$ cat src/rtl/shift_unit_seq.sv
// Sequential one-bit-per-cycle shifter (SLL/SRL/SRA, optional ROL) with an IDLE/SHIFT/DONE FSM.
// Define SHIFT_ROTATE_EN to make mode 11 rotate left; otherwise mode 11 acts as SLL.
module shift_unit_seq #(
  parameter int WIDTH = 16,
  parameter int SHW   = $clog2(WIDTH)
) (
  input  logic             clk,
  input  logic             reset,
  input  logic             start,
  input  logic [WIDTH-1:0] A,
  input  logic [SHW-1:0]   shamt,
  input  logic [1:0]       mode,
  output logic [WIDTH-1:0] S,
  output logic             busy,
  output logic             done,
  output logic [1:0]       dbg_state
);

  // Handshake: start is only looked at in IDLE; the accepting edge captures A/shamt/mode,
  // busy stays high until the DONE cycle ends, and done pulses exactly once per accepted start.
  typedef enum logic [1:0] {
    IDLE  = 2'd0,
    SHIFT = 2'd1,
    DONE  = 2'd2
  } state_e;

  state_e           state_q;
  logic [WIDTH-1:0] s_q;
  logic [WIDTH-1:0] s_shift_d;
  logic [SHW-1:0]   count_q;
  logic [1:0]       op_q;
  logic             busy_q;
  logic             done_q;

  always_comb begin
    s_shift_d = {s_q[WIDTH-2:0], 1'b0};
    case (op_q)
      2'b01:   s_shift_d = {1'b0, s_q[WIDTH-1:1]};
      2'b10:   s_shift_d = {s_q[WIDTH-1], s_q[WIDTH-1:1]};
`ifdef SHIFT_ROTATE_EN
      2'b11:   s_shift_d = {s_q[WIDTH-2:0], s_q[WIDTH-1]};
`endif
      default: ;
    endcase
  end

  always_ff @(posedge clk or negedge reset) begin
    if (!reset) begin
      state_q <= IDLE;
      s_q     <= '0;
      count_q <= '0;
      op_q    <= 2'b00;
      busy_q  <= 1'b0;
      done_q  <= 1'b0;
    end else begin
      done_q <= 1'b0;
      case (state_q)
        IDLE: begin
          if (start) begin
            s_q     <= A;
            count_q <= shamt;
            op_q    <= mode;
            busy_q  <= 1'b1;
            if (shamt != '0) begin
              state_q <= SHIFT;
            end else begin
              state_q <= DONE;
              done_q  <= 1'b1;
            end
          end
        end
        SHIFT: begin
          s_q     <= s_shift_d;
          count_q <= count_q - 1'b1;
          if (count_q == SHW'(1)) begin
            state_q <= DONE;
            done_q  <= 1'b1;
          end
        end
        DONE: begin
          state_q <= IDLE;
          busy_q  <= 1'b0;
        end
        default: begin
          state_q <= IDLE;
          busy_q  <= 1'b0;
        end
      endcase
    end
  end

  assign S         = s_q;
  assign busy      = busy_q;
  assign done      = done_q;
  assign dbg_state = state_q;

endmodule
$ cat config.mk
export PLATFORM = sky130hd
export DESIGN_NAME = shift_unit_seq
export DESIGN_NICKNAME = d
export VERILOG_FILES = /design/src/rtl/shift_unit_seq.sv
export SDC_FILE = /design/constraint.sdc
export NUM_CORES = 1
export LEC_CHECK = 0
export CORE_MARGIN = 3
export CORE_UTILIZATION = 46
export DETAILED_ROUTE_END_ITERATION = 10
export GPL_ROUTABILITY_DRIVEN = 0
export PLACE_DENSITY = 0.79
export SETUP_SLACK_MARGIN = 0.2
export SYNTH_ARGS = -nofsm -noshare
export SYNTH_HDL_FRONTEND = slang
export SYNTH_SLANG_ARGS = --single-unit
$ cat constraint.sdc
create_clock -name clk -period 2.06 [get_ports clk]
set_clock_uncertainty 0.15 [all_clocks]
set_input_delay 0.412 -clock clk [delete_from_list [all_inputs] [get_ports clk]]
set_output_delay 0.412 -clock clk [all_outputs]
set_load 0.005 [all_outputs]
==> results by group <==
STA
  – Setup TNS Final: 0 ns
  – Max Fclk: between 500 and 600 MHz
  – Tmin final: 1.81 ns
  – Max_slew headroom: a little over 60%
  – Final worst-path setup slack: 0.250 ns
  – Final setup viols: 0
  – Actual slew at the worst max-slew pin: 0.573 ns
  – Period utilisation layout: 87.9%
  – Hold Vio Cnt, Final: 0
  – RSZ-0062 raised after global routing: false
  – Max-slew violations: 0

Routing
  – # DRC: 0
  – Antenna viol nets, final: 0
  – Via count: 1,505
  – DR pass1 iterations: 4
  – Routed WL: 4310 um
  – DR iter-0 viols: 91
  – Vias per cell: 6.02
  – DR WL/cell: 17.3 um

Finish
  – Layout cells sized above 1: 20.7%
  – Area of the multi-input gates: 708 um2
  – Area grow syn2layout: 47.8%
  – # fillers: 208
  – Post-layout nets: 238
  – Reg area: 653 um2
  – N_diodes: 0

Critical path
  – CP startpoint: op_q[0]
  – Critical path capture point type: register
  – R2R Path End: S[12]
  – Worst setup SP type: register
  – Worst-path fanout max: 4
  – WP data required: between 2 and 2.5 ns
  – Reg2Reg Depth: 6
  – Type of the worst setup path: reg2reg
  – FF-to-FF Start: op_q[0]
  – R2R Setup Slk: 0.25 ns
  – Critical Path AT: 1.88 ns
  – Crit path capture: S[12]

Floorplan
  – Die height: 62.3 um
  – Boundary pin count: 45
  – Core area: 2880 um2
  – Die W: 62.3 um
  – FP Rows: 19
  – Die area: ~3900 um2
  – Initial Utilization: 50.7%

Clocking
  – Worst-path clk slew: ~0.15 ns
  – CTS tree: built
  – Clock tree sinks: 26
  – Clock Latency Late Sink: between 0.3 and 0.4 ns
  – CTS Buffer Depth: 2
  – # H-tree levels: 1
  – Total CTS buffers: 3
  – CTS hold repair buffers: 0
  – Root Buffer: clkbuf_4

Place
  – Number of buffers added on ports: 44
  – DP Wirelength: 2900 um
  – DP Worst Slack: -0.0437 ns

Synthesis
  – Synth Cell Area: 1460 um2
  – Syn Nets: 175
  – Async set or reset register ratio after synthesis: 100%
  – YS warnings: 0
  – Flops & latches, synth: 26
  – Synth Flop Type: dfrtp_1
  – Register area share after synthesis: 44.6%
  – Cell variety after synth: 31
  – Syn_area_per_cell: 9.99 um2
  – Post-Syn Instances: 146
  – Number of synthesized flops with an enable pin: 0

Pwr
  – Pwr dens: 1530 nW/um2
  – Maximum vdd drop: 0.886 mV
  – Leak: between 0.9 and 1 nW

Global route
  – Initial antenna violation count: 0
  – All-layer global routing usage: 21.9%
  – Largest net degree at the start of global routing: 27
  – Vias in the first global route: between 1,000 and 1,500
  – Grt ovf: 0
  – First-pass GRT wire length: between 7000 and 8000 um

Job
  – Maxcap violations: 0

Run status
  – Status: finished clean

Min path
  – HP Class: in2async
-- through the flow --
stage                     area, um2  power (W)  cells  hold slack, ns  util (%)
final                          2160    0.00330    250           0.287      74.9
after global routing           2160    0.00354    250           0.299      74.9
after CTS                      2070    0.00317    243           0.285      72.1
after detailed placement       1970    0.00278    230           0.329      68.4
after global placement         1970    0.00272    230           0.355      68.4
after floorplan                1460    0.00205    146         -0.0336         -
-- per-layer routing --
metal  track usage, %  vias to the layer above  routed length (um)
met5                0                        -                   0
met4             8.26                        0                  71
met3             2.88                       12                 299
met2             37.2                       75                2090
met1             28.5                      725                1850
li1                 -                      693                   -
-- critical path, cell delays in order (launching register included) --
cell	delay, ns
dfrtp_1	0.42
inv_2	0.06
ha_4	0.26
o21ba_2	0.16
nor2b_2	0.17
buf_4	0.15
a221o_1	0.34
-- state kept, by name (all words and copies together), names as in the netlist --
| name | flops |
|---|---|
| S | 16 |
| count_q | 4 |
| dbg_state | 2 |
| op_q | 2 |
| busy | 1 |
| done | 1 |
-- logic make-up (layout without fill, tap and decap cells) --
logic type | after synthesis | count (layout) | share of synthesized area, %
xor+xnor | 1 | 1 | 0.600
simple gates | 32 | 32 | 12.9
compound gates | 54 | 54 | 28.2
fa+ha+maj | 4 | 4 | 3.43
buf+inv | 27 | 89 | 8.23
flops | 26 | 26 | 44.6
mux | 2 | 2 | 2.06
-- how the worst min path moves through the flow --
stage	endpoint	slack [ns]	cells past startpoint
floorplan	S[0]	-0.03	0
global placement	busy	0.36	1
detailed placement	busy	0.33	1
CTS	S[9]	0.28	2
global route	busy	0.30	2
finish	S[9]	0.29	2
-- cells in the final DEF (no fill, tap or decap), types with 2 or more instances in the layout --
cell              n
a31oi_1           4
nand2b_1          2
nand3_1           6
dfrtp_1          24
dlymetal6s2s_1    4
ha_1              2
and3_1            2
buf_4            27
dfrtp_2           2
o221ai_1          2
o21ai_0           2
nor2_1            3
clkdlybuf4s50_1  40
clkbuf_4          3
nor3_1            3
o22ai_1          13
nand3b_1          6
a221o_1           5
inv_1            13
a221oi_1         16
a21oi_1           6
o21ba_2           2
nand2_1           3
mux2_4            2
nor2b_1           2
-- cell type report --
cell class	count	share of cell area, %
timing repair buffer	71	30.3
clock buffer	4	1.68
multi-input combinational	93	32.8
sequential	26	30.3
tap	42	2.44
inverter	14	2.44
-- report_power, final --
part	switching (W)	leakage (nW)	internal [W]
combinational	0.000951	0.633	0.00115
sequential	0.000177	0.314	0.000756
clock	0.000155	0.0210	0.000108
-- Yosys cell counts (all sizes together) (2+ instances only) --
library cell	instances	area, um2
o21ai	2	10.0
and3	2	12.5
clkbuf	3	11.3
dfrtp	26	651
nor2	3	11.3
a31oi	4	25.0
nand2	3	11.3
buf	10	56.3
nand2b	3	18.8
inv	14	52.6
a221o	5	50.1
nand3b	6	45.0
nor2b	3	18.8
o221ai	2	17.5
nand3	6	30.0
o21ba	2	20.0
nor3	3	15.0
o22ai	13	81.3
a221oi	16	140
ha	4	50.1
a21oi	6	30.0
mux2	2	30.0
-- timing repair --
item / CTS / global route
resized for setup: 2 / 9
pin swaps: 0 / 1
endpoints found under the setup margin: 8 / 15
buffers inserted: 9 / 7
hold endpoints to repair: 0 / 0
Note: power is estimated with default switching activity, not from simulation.
==> RTL edit, RTL diff (config.mk and constraints unchanged) <==
The parameter `WIDTH` goes from 16 to 32.
--- a/src/rtl/shift_unit_seq.sv
+++ b/src/rtl/shift_unit_seq.sv
@@ -3,3 +3,3 @@
 module shift_unit_seq #(
-  parameter int WIDTH = 16,
+  parameter int WIDTH = 32,
   parameter int SHW   = $clog2(WIDTH)
Ports: changed (resized A, S and shamt); port bits go from 45 to 78. No check against the original RTL was run, so the function may have changed too.
==> RTL edit against the original RTL <==
Cell area increased by 68%; sequential cell count increased by 17; first-iteration DRC count grew 57%; largest power group unchanged; utilization shrank 6.5 points; highest routed layer unchanged; clock power increased by 110%; area after synthesis up 78%; setup slack lost 12 ps; die area is 70% higher; routed wire length rose by 63%; power grew 38%.
==> RTL edit: results (changes against the original RTL) <==
- Counting instances in the post-synthesis netlist gives the leading cell types as sky130_fd_sc_hd__dfrtp_1 (43), sky130_fd_sc_hd__o21ai_0 (33), sky130_fd_sc_hd__nand3b_1 (32), sky130_fd_sc_hd__o211ai_1 (31), sky130_fd_sc_hd__a22oi_1 (30).
- Placed cell count: 410 (+78%)
- The CTS buffer count is 5 (+2).
- The number of violations reported at the end of detailed-routing iteration 0 was 143 (+57%).
* Result of the run: completed
* Clock root buffer: sky130_fd_sc_hd__clkbuf_8
- Worst slew margin relative to its limit: 0.666 (+0.0527)
- The pin count of the biggest net entering global routing is 37 (+37%).
- The sequential-to-total area share from yosys stat came to 0.413 (-0.0325).
- Slowest stage cell, crit path: sky130_fd_sc_hd__clkdlybuf4s50_1
* Clock transition at the registers of the reported paths: 80 ps (-70 ps)
- The count of buffers inserted at the top-level ports came to 77 (+75%).
* H-tree level count: 2 (+1)
* Path type of the worst min-delay path: flop to flop
- The share of post-route cells with drive strength above 1 came to 0.0963 (-0.110).
- The via count of the first global-routing pass is 2,410 (+66%).
* Detailed placer's ending HPWL: 4760 um (+64%)
- The number of instances in the synthesized netlist came to 278 (+90%).
- The delay contributed by the slowest stage of the critical path came to 560 ps (+140 ps).
- The synthesized net count came to 324 (+85%).
- CP max FO: 6 (+2)
- The arrival time of data at the critical path endpoint was 1260 ps (-620 ps).
* Number of fillers in the final layout: 433 (+110%)
- Count of vias placed by the detailed router: 2,530 (+68%)
* Total global routing track utilization: 0.216 (-0.00281)
- Flip-flop count of the largest register after layout: 32 (+16)
* Worst supply voltage drop on vdd: 0.713 mV (-19%)
- The via density per instance was 5.98 (-0.65%).
- The static leakage power is 1.37 nW (+42%).
* CP delay by family, top: buffers and inverters
* Number of nets at the end of the flow: 398 (+67%)
* Global-route wire length before repair: 11,300 um (+61%)
* Top area cells in the synthesized netlist: sky130_fd_sc_hd__dfrtp_1 (41%), sky130_fd_sc_hd__nand3b_1 (9.2%), sky130_fd_sc_hd__o211ai_1 (8.9%), sky130_fd_sc_hd__a22oi_1 (8.7%), sky130_fd_sc_hd__o21ai_0 (6.3%)
* Source-to-sink clock delay at the later pin of the worst-skew pair: 300 ps (-20 ps)
[RTL edit: cell types whose count changed after synthesis, sizes merged, moves of 17 or more]
cell | unedited run | this run
o211ai | 0 | 31
dfrtp | 26 | 43
o21ai | 2 | 33
nand3b | 6 | 32
a22oi | 0 | 30
nor2b | 3 | 24
[RTL edit: logic make-up (layout without fill, tap and decap cells)]
group / count (synthesis) / in the layout / share of synthesized area
and+or+nand+nor: 87 / 87 / 0.220
buffers and inverters: 34 / 109 / 0.0572
adders and majority gates: 4 / 4 / 0.0192
AOI/OAI and AO/OA: 110 / 110 / 0.290
DFF: 43 / 43 / 0.413
[RTL edit: final cells by class]
| class | count | area share |
|---|---|---|
| Timing Repair Buffer | 96 | 0.265 |
| Clock buffer | 6 | 0.0200 |
| Tap cell | 70 | 0.0241 |
| Inverter | 5 | 0.00517 |
| Multi-Input combinational cell | 201 | 0.385 |
| Clock inverter | 2 | 0.00345 |
| Sequential cell | 43 | 0.297 |
[RTL edit: final timing paths]
check / to / slack [ps] / startpoint / depth (start not counted)
setup / recovery: dbg_state[1] / 240 / dbg_state[1] / 1
hold / removal: busy / 380 / busy / 2
setup reg to reg: S[22] / 360 / op_q[0] / 6
hold reg to reg: busy / 380 / busy / 2
max in group asynchronous: S[23] / 790 / reset / 3
min in group asynchronous: S[4] / 450 / reset / 2
[RTL edit: where the power goes]
group	internal (mW)	switching (mW)
registers	1.13	0.285
clock network	0.238	0.307
logic	1.34	1.25
total	2.70	1.84
[RTL edit: routing by layer]
metal / vias up / global-route usage / wire (um)
li1: 1190 / - / -
met1: 1250 / 0.306 / 3310
met2: 79 / 0.336 / 3290
met3: 11 / 0.0399 / 362
met4: 0 / 0.0676 / 82
met5: - / 0 / 0
[RTL edit: per-stage QoR]
stage | hold slack (ps) | area [um^2] | setup WS (ps)
after global routing | 397 | 3630 | 205
after detailed placement | 255 | 3490 | 36.4
final | 379 | 3630 | 238
after global placement | 253 | 3490 | 74.1
after floorplan | -33.6 | 2600 | 346
after CTS | 380 | 3590 | 174
[RTL edit: what timing repair did]
item	in CTS	in global routing
resized for setup	2	2
hold buffers	1	0
setup buffers	0	4
hold endpoints to repair	19	0
setup endpoints to repair	2	26
